--- config.mk ---
export PLATFORM = sky130hd
export DESIGN_NAME = hazard_ctrl
export DESIGN_NICKNAME = d
export VERILOG_FILES = /design/src/rtl/hazard_ctrl_pkg.sv /design/src/rtl/hazard_ctrl_load_use_detect.sv /design/src/rtl/hazard_ctrl.sv
export SDC_FILE = /design/constraint.sdc
export NUM_CORES = 1
export LEC_CHECK = 0
export CELL_PAD_IN_SITES_DETAIL_PLACEMENT = 2
export CELL_PAD_IN_SITES_GLOBAL_PLACEMENT = 2
export CORE_ASPECT_RATIO = 1.4
export CORE_MARGIN = 5
export CORE_UTILIZATION = 29
export CTS_CLUSTER_SIZE = 14
export DETAILED_ROUTE_END_ITERATION = 8
export GPL_TIMING_DRIVEN = 0
export PLACE_DENSITY_LB_ADDON = 0.1
export SYNTH_ARGS = -nofsm -noshare
export SYNTH_HDL_FRONTEND = slang
export SYNTH_SLANG_ARGS = --single-unit
--- constraint.sdc ---
create_clock -name clk -period 2.8 [get_ports clk]
set_clock_uncertainty 0.05 [all_clocks]
set_input_delay 0.56 -clock clk [delete_from_list [all_inputs] [get_ports clk]]
set_output_delay 0.56 -clock clk [all_outputs]
set_load 0.02 [all_outputs]
--- src/rtl/hazard_ctrl_pkg.sv ---
// hazard_ctrl_pkg
//   Shared definitions for the pipeline hazard controller: register-address
//   width, FSM state encodings, the bundle of stall/flush controls and a
//   saturating counter helper.
package hazard_ctrl_pkg;

    localparam int REG_ADDR_LEN = 5;

    // Code 2'd3 is deliberately unused; the FSM treats it as RUN.
    typedef enum logic [1:0] {
        ST_RUN      = 2'd0,
        ST_MEM_WAIT = 2'd1,
        ST_REDIRECT = 2'd2
    } hz_state_e;

    typedef struct packed {
        logic stall_if;
        logic stall_id;
        logic stall_ex;
        logic stall_mem;
        logic flush_id;
        logic flush_ex;
        logic flush_mem;
    } hz_ctrl_t;

    function automatic logic [15:0] sat_inc16(input logic [15:0] v, input logic en);
        return (en && (v != 16'hFFFF)) ? v + 16'd1 : v;
    endfunction

endpackage

--- src/rtl/hazard_ctrl_load_use_detect.sv ---
// load_use_detect
//   Combinational load-use comparator between the load in EX and the
//   source operands of the instruction in ID.
//   in : id_rs_addr, id_rt_addr, id_uses_rt, ex_mem_read_flag, ex_write_reg_addr
//   out: load_use  -- ID must wait one cycle for the load result
module load_use_detect
    import hazard_ctrl_pkg::*;
(
    input  logic [REG_ADDR_LEN-1:0] id_rs_addr,
    input  logic [REG_ADDR_LEN-1:0] id_rt_addr,
    input  logic                    id_uses_rt,
    input  logic                    ex_mem_read_flag,
    input  logic [REG_ADDR_LEN-1:0] ex_write_reg_addr,
    output logic                    load_use
);

    logic rs_hit;
    logic rt_hit;

    assign rs_hit = (ex_write_reg_addr == id_rs_addr);
    // rt only matters when the ID instruction actually reads it.
    assign rt_hit = id_uses_rt && (ex_write_reg_addr == id_rt_addr);

    // $0 is hard-wired zero, so a load targeting it never produces a hazard.
    assign load_use = ex_mem_read_flag && (ex_write_reg_addr != '0) && (rs_hit || rt_hit);

endmodule

--- src/rtl/hazard_ctrl.sv ---
// hazard_ctrl
//   Pipeline hazard controller. Priority: memory stall > MEM-stage redirect
//   > load-use bubble.
//   in : clk, rst (async, active-high)
//        id_rs_addr, id_rt_addr, id_uses_rt       -- ID operands
//        ex_mem_read_flag, ex_write_reg_addr      -- load in EX
//        mem_redirect                             -- taken branch/jump in MEM
//        mem_req, mem_ready                       -- data memory handshake
//   out: stall_if/id/ex/mem                       -- hold stage registers
//        flush_id/ex/mem                          -- bubble into IF/ID, ID/EX, EX/MEM
//        state, stall_cnt, flush_cnt, mem_timeout -- status
module hazard_ctrl
    import hazard_ctrl_pkg::*;
#(
    parameter int TIMEOUT_CYCLES = 255
) (
    input  logic                    clk,
    input  logic                    rst,
    input  logic [REG_ADDR_LEN-1:0] id_rs_addr,
    input  logic [REG_ADDR_LEN-1:0] id_rt_addr,
    input  logic                    id_uses_rt,
    input  logic                    ex_mem_read_flag,
    input  logic [REG_ADDR_LEN-1:0] ex_write_reg_addr,
    input  logic                    mem_redirect,
    input  logic                    mem_req,
    input  logic                    mem_ready,
    output logic                    stall_if,
    output logic                    stall_id,
    output logic                    stall_ex,
    output logic                    stall_mem,
    output logic                    flush_id,
    output logic                    flush_ex,
    output logic                    flush_mem,
    output logic [1:0]              state,
    output logic [15:0]             stall_cnt,
    output logic [15:0]             flush_cnt,
    output logic                    mem_timeout
);

    localparam logic [8:0] TMO = 9'(TIMEOUT_CYCLES);

    hz_state_e   state_q, state_d;
    hz_ctrl_t    ctrl;
    logic        load_use;
    logic        mem_hazard;
    logic        redirect_taken;
    logic        any_stall;
    logic [7:0]  wait_cnt;
    logic [15:0] stall_cnt_q, flush_cnt_q;
    logic        timeout_q;

    load_use_detect u_lu (
        .id_rs_addr        (id_rs_addr),
        .id_rt_addr        (id_rt_addr),
        .id_uses_rt        (id_uses_rt),
        .ex_mem_read_flag  (ex_mem_read_flag),
        .ex_write_reg_addr (ex_write_reg_addr),
        .load_use          (load_use)
    );

    assign mem_hazard = mem_req && !mem_ready;

    always_ff @(posedge clk or posedge rst) begin
        if (rst) state_q <= ST_RUN;
        else     state_q <= state_d;
    end

    always_comb begin
        state_d        = ST_RUN;
        ctrl           = '0;
        redirect_taken = 1'b0;
        case (state_q)
            ST_RUN: begin
                if (mem_hazard) begin
                    ctrl.stall_if  = 1'b1;
                    ctrl.stall_id  = 1'b1;
                    ctrl.stall_ex  = 1'b1;
                    ctrl.stall_mem = 1'b1;
                    state_d        = ST_MEM_WAIT;
                end else if (mem_redirect) begin
                    ctrl.flush_id  = 1'b1;
                    ctrl.flush_ex  = 1'b1;
                    ctrl.flush_mem = 1'b1;
                    redirect_taken = 1'b1;
                    state_d        = ST_REDIRECT;
                end else if (load_use) begin
                    // Hold IF/ID, push a bubble into EX; the load moves on.
                    ctrl.stall_if  = 1'b1;
                    ctrl.stall_id  = 1'b1;
                    ctrl.flush_ex  = 1'b1;
                end
            end
            ST_MEM_WAIT: begin
                // A redirect held in MEM meanwhile is picked up back in RUN.
                if (!mem_ready) begin
                    ctrl.stall_if  = 1'b1;
                    ctrl.stall_id  = 1'b1;
                    ctrl.stall_ex  = 1'b1;
                    ctrl.stall_mem = 1'b1;
                    state_d        = ST_MEM_WAIT;
                end
            end
            // mem_redirect here is the flushed bubble's flag; ignore it.
            ST_REDIRECT: state_d = ST_RUN;
            default:     state_d = ST_RUN;
        endcase
    end

    assign any_stall = ctrl.stall_if | ctrl.stall_id | ctrl.stall_ex | ctrl.stall_mem;

    always_ff @(posedge clk or posedge rst) begin
        if (rst) begin
            stall_cnt_q <= '0;
            flush_cnt_q <= '0;
        end else begin
            stall_cnt_q <= sat_inc16(stall_cnt_q, any_stall);
            flush_cnt_q <= sat_inc16(flush_cnt_q, redirect_taken);
        end
    end

    // Watchdog: counts MEM_WAIT cycles; the flag is sticky until reset.
    always_ff @(posedge clk or posedge rst) begin
        if (rst) begin
            wait_cnt  <= '0;
            timeout_q <= 1'b0;
        end else if (state_q == ST_RUN && state_d == ST_MEM_WAIT) begin
            wait_cnt <= '0;
        end else if (state_q == ST_MEM_WAIT) begin
            if (wait_cnt != 8'hFF) wait_cnt <= wait_cnt + 8'd1;
            if (({1'b0, wait_cnt} + 9'd1) >= TMO) timeout_q <= 1'b1;
        end
    end

    assign stall_if    = ctrl.stall_if;
    assign stall_id    = ctrl.stall_id;
    assign stall_ex    = ctrl.stall_ex;
    assign stall_mem   = ctrl.stall_mem;
    assign flush_id    = ctrl.flush_id;
    assign flush_ex    = ctrl.flush_ex;
    assign flush_mem   = ctrl.flush_mem;
    assign state       = state_q;
    assign stall_cnt   = stall_cnt_q;
    assign flush_cnt   = flush_cnt_q;
    assign mem_timeout = timeout_q;

endmodule
==> out/metrics.yaml <==
setup_violations: 0
drc_errors: 0
hold_class: "in2async"
gp_congestion: 0.696
synth-edff-count: 0
max_slew_margin: 0.467
slowest_delay_ps: 570
synth_xor_area_frac: 0.165
antenna_cells: 0
routedWlPerCell_um: 16.5
yosys.area_share.simple: 0.224
netlist_area_um2: 2280
peakVddDrop_mv: 0.324
grt-ovfl-total: 0
cts.sinks: 43
drt_iter0_drc: 30
p_leak_uw: 0.00146
hold-worst-slack_ps: 411
synth_top_family_by_area: "simple AND/OR/NAND/NOR gates"
rows: 38
worstSetupPathType: "in2out"
cts.path.max_buffers: 2
synthArstFlopShare: 1.00
dieArea_um2: 9760
fin_cells: 403
fp.dieH_um: 115
viasPerCell: 4.90
via_count: 1976
syn2layout_area_growth_pct: 42.4
grt_start_max_net_pins: 39
placed_cells: 391
ys_dominant_reg_cell: "dfrtp_1"
yosysSeqAreaShare: 0.472
crit_path_end_kind: "output pin"
place.port_buffers: 63
cts_tree: "yes"
clock_latency_ps: 310
dp_hpwl_um: 4970
min_period_ps: 2760
worstMarginPinSlew_ps: 791
yosysUniqueCellTypes: 36
ys_seq_elements: 43
synthTopCellsByArea: "dfrtp_1 (47%), xnor2_1 (10%), xor2_1 (6.5%)"
finish.utilization: 0.422
cts_max_level: 2
start_kind: "input pin"
outcome: "completed"
crit_fanout: 4
track_usage: 0.146
io_pins: 64
cp.required_ps: 2190
cts_hold_buf: 0
ant_nets: 0
core-area_um2: 7700
maxSlewViolCount: 0
grt_pass1_wl_um: 11300
grt_pass1_vias: 2274
synth_largest_area_cell: "dfrtp_1"
firstDrtPassIters: 4
synth_nets: 253
hold_violations: 0
ys_warn_count: 0
initial_core_util: 0.296
cts-root-buf: "clkbuf_8"
synth.avg_cell_area_um2: 10.0
die_w_um: 85.0
synth_fa_ha_area_frac: 0.0219
antenna_found_initial: 0
crit_arrival_ps: 2150
clk_pin_slew_ps: 90
routed_wl_um: 6640
drive_gt1_frac: 0.122
fin_crit_sh: 0.987
crit_chain: "clkdlybuf4s15_1 > or4_4 > o21ai_4 > or4_4 > o21ai_4 > buf_6 > buf_4 > buf_6"
netlist.area_leader.share: 0.472
final_net_count: 328
crit_slowest_cell: "or4_4"
synth-compound-area-share: 0.0773
maxCapViolations: 0
netlist_instances: 227
power_density_nw_per_um2: 633
cts_buffers: 5
synthMuxAreaShare: 0.0115
fmax_ghz: 0.362
[cells in the mapped netlist (2+ instances only)]
master / n
xnor2_1: 26
ha_1: 4
nor3_1: 5
o211ai_1: 2
a21oi_1: 3
buf_4: 3
inv_1: 7
o21ai_0: 14
xor2_1: 17
and3_1: 18
nand3_1: 18
nor2_1: 18
nor2b_1: 2
o31ai_1: 2
nand2b_1: 3
a31o_2: 2
nand4_1: 7
nand2_1: 16
dfrtp_1: 43
[sequential cells by signal (all words and copies together), names as in the netlist]
| register | count |
|---|---|
| mem_timeout | 1 |
| flush_cnt | 16 |
| wait_cnt | 8 |
| state | 2 |
| stall_cnt | 16 |
[path summary, 6_finish.rpt]
check                                startpoint           end  slack [ps]  cells after the start
setup / recovery           ex_write_reg_addr[2]      stall_if          40                      8
hold / removal                              rst  stall_cnt[7]         410                      2
setup reg to reg                    wait_cnt[0]   wait_cnt[6]         400                      7
hold reg to reg                    flush_cnt[8]  flush_cnt[8]         450                      1
max in group asynchronous                   rst      state[0]        1840                      3
min in group clk                   flush_cnt[8]  flush_cnt[8]         450                      1
[stage by stage]
| stage | total power, µW | setup TNS [ps] | worst slack [ps] | area [µm²] |
|---|---|---|---|---|
| 2_1_floorplan | 1160 | 0 | 441 | 2280 |
| 3_3_place_gp | 1450 | -2420 | -885 | 3040 |
| 3_5_place_dp | 1480 | -2250 | -835 | 3060 |
| 4_1_cts | 2100 | -2.41 | -2.41 | 3230 |
| 5_1_grt | 2180 | -2.79 | -2.79 | 3250 |
| 6_report | 2060 | 0 | 36.6 | 3250 |
[report_power, final]
group	internal [µW]	total, µW	switching (µW)	leakage (µW)
combinational	314	615	301	0.000833
clock	357	591	234	0.0000654
sequential	719	850	131	0.000564
[per-layer routing]
metal	up-vias	routed length [µm]	global-route usage
li1	934	-	-
met1	983	2650	0.160
met2	53	3480	0.260
met3	6	383	0.0416
met4	0	130	0.0634
met5	-	0	0
[cell usage in the layout, fill, tap and decap left out, drive strengths merged]
cell / n
nor2b: 2
a31o: 2
nand4: 8
a21oi: 3
nor3b: 1
or4: 2
and4bb: 1
nand2b: 3
clkbuf: 7
o31ai: 2
and4: 1
o211ai: 2
or3: 1
a32oi: 1
nand2: 16
ha: 4
nor2: 18
nor4: 1
dlygate4sd2: 6
and3: 18
o211a: 1
xor2: 17
xnor2: 26
nand3: 18
dlymetal6s2s: 3
inv: 7
bufinv: 2
nand3b: 1
clkdlybuf4s15: 1
clkdlybuf4s50: 49
dfrtp: 43
o21ai: 16
mux2: 2
buf: 13
nor3: 5
[timing repair]
action	CTS	global route
gates resized for setup	30	9
setup endpoints to repair	6	3
pin swaps	4	6
hold endpoints to repair	0	0
buffers inserted	4	0
[area by class of cell]
cell class | count | area, µm²
tap | 100 | 125
buffer | 5 | 38.8
inverter | 7 | 26.3
fill | 866 | 4450
multi-input combinational | 172 | 1170
sequential | 43 | 1080
clock buffer | 6 | 72.6
timing repair buffer | 68 | 676
clock inverter | 2 | 60.1
[kinds of logic after synthesis]
| group | Yosys count |
|---|---|
| adders and majority gates | 4 |
| muxes | 2 |
| AOI/OAI and AO/OA | 27 |
| and+or+nand+nor | 96 |
| buffers and inverters | 12 |
| DFF | 43 |
| xor gates and xnor gates | 43 |
[critical path, delay by kind of cell]
kind / cells / cell delay, ps
compound gates: 2 / 240
buf+inv: 4 / 620
simple gates: 2 / 730
No activity file was read; power rests on OpenSTA's default activity.
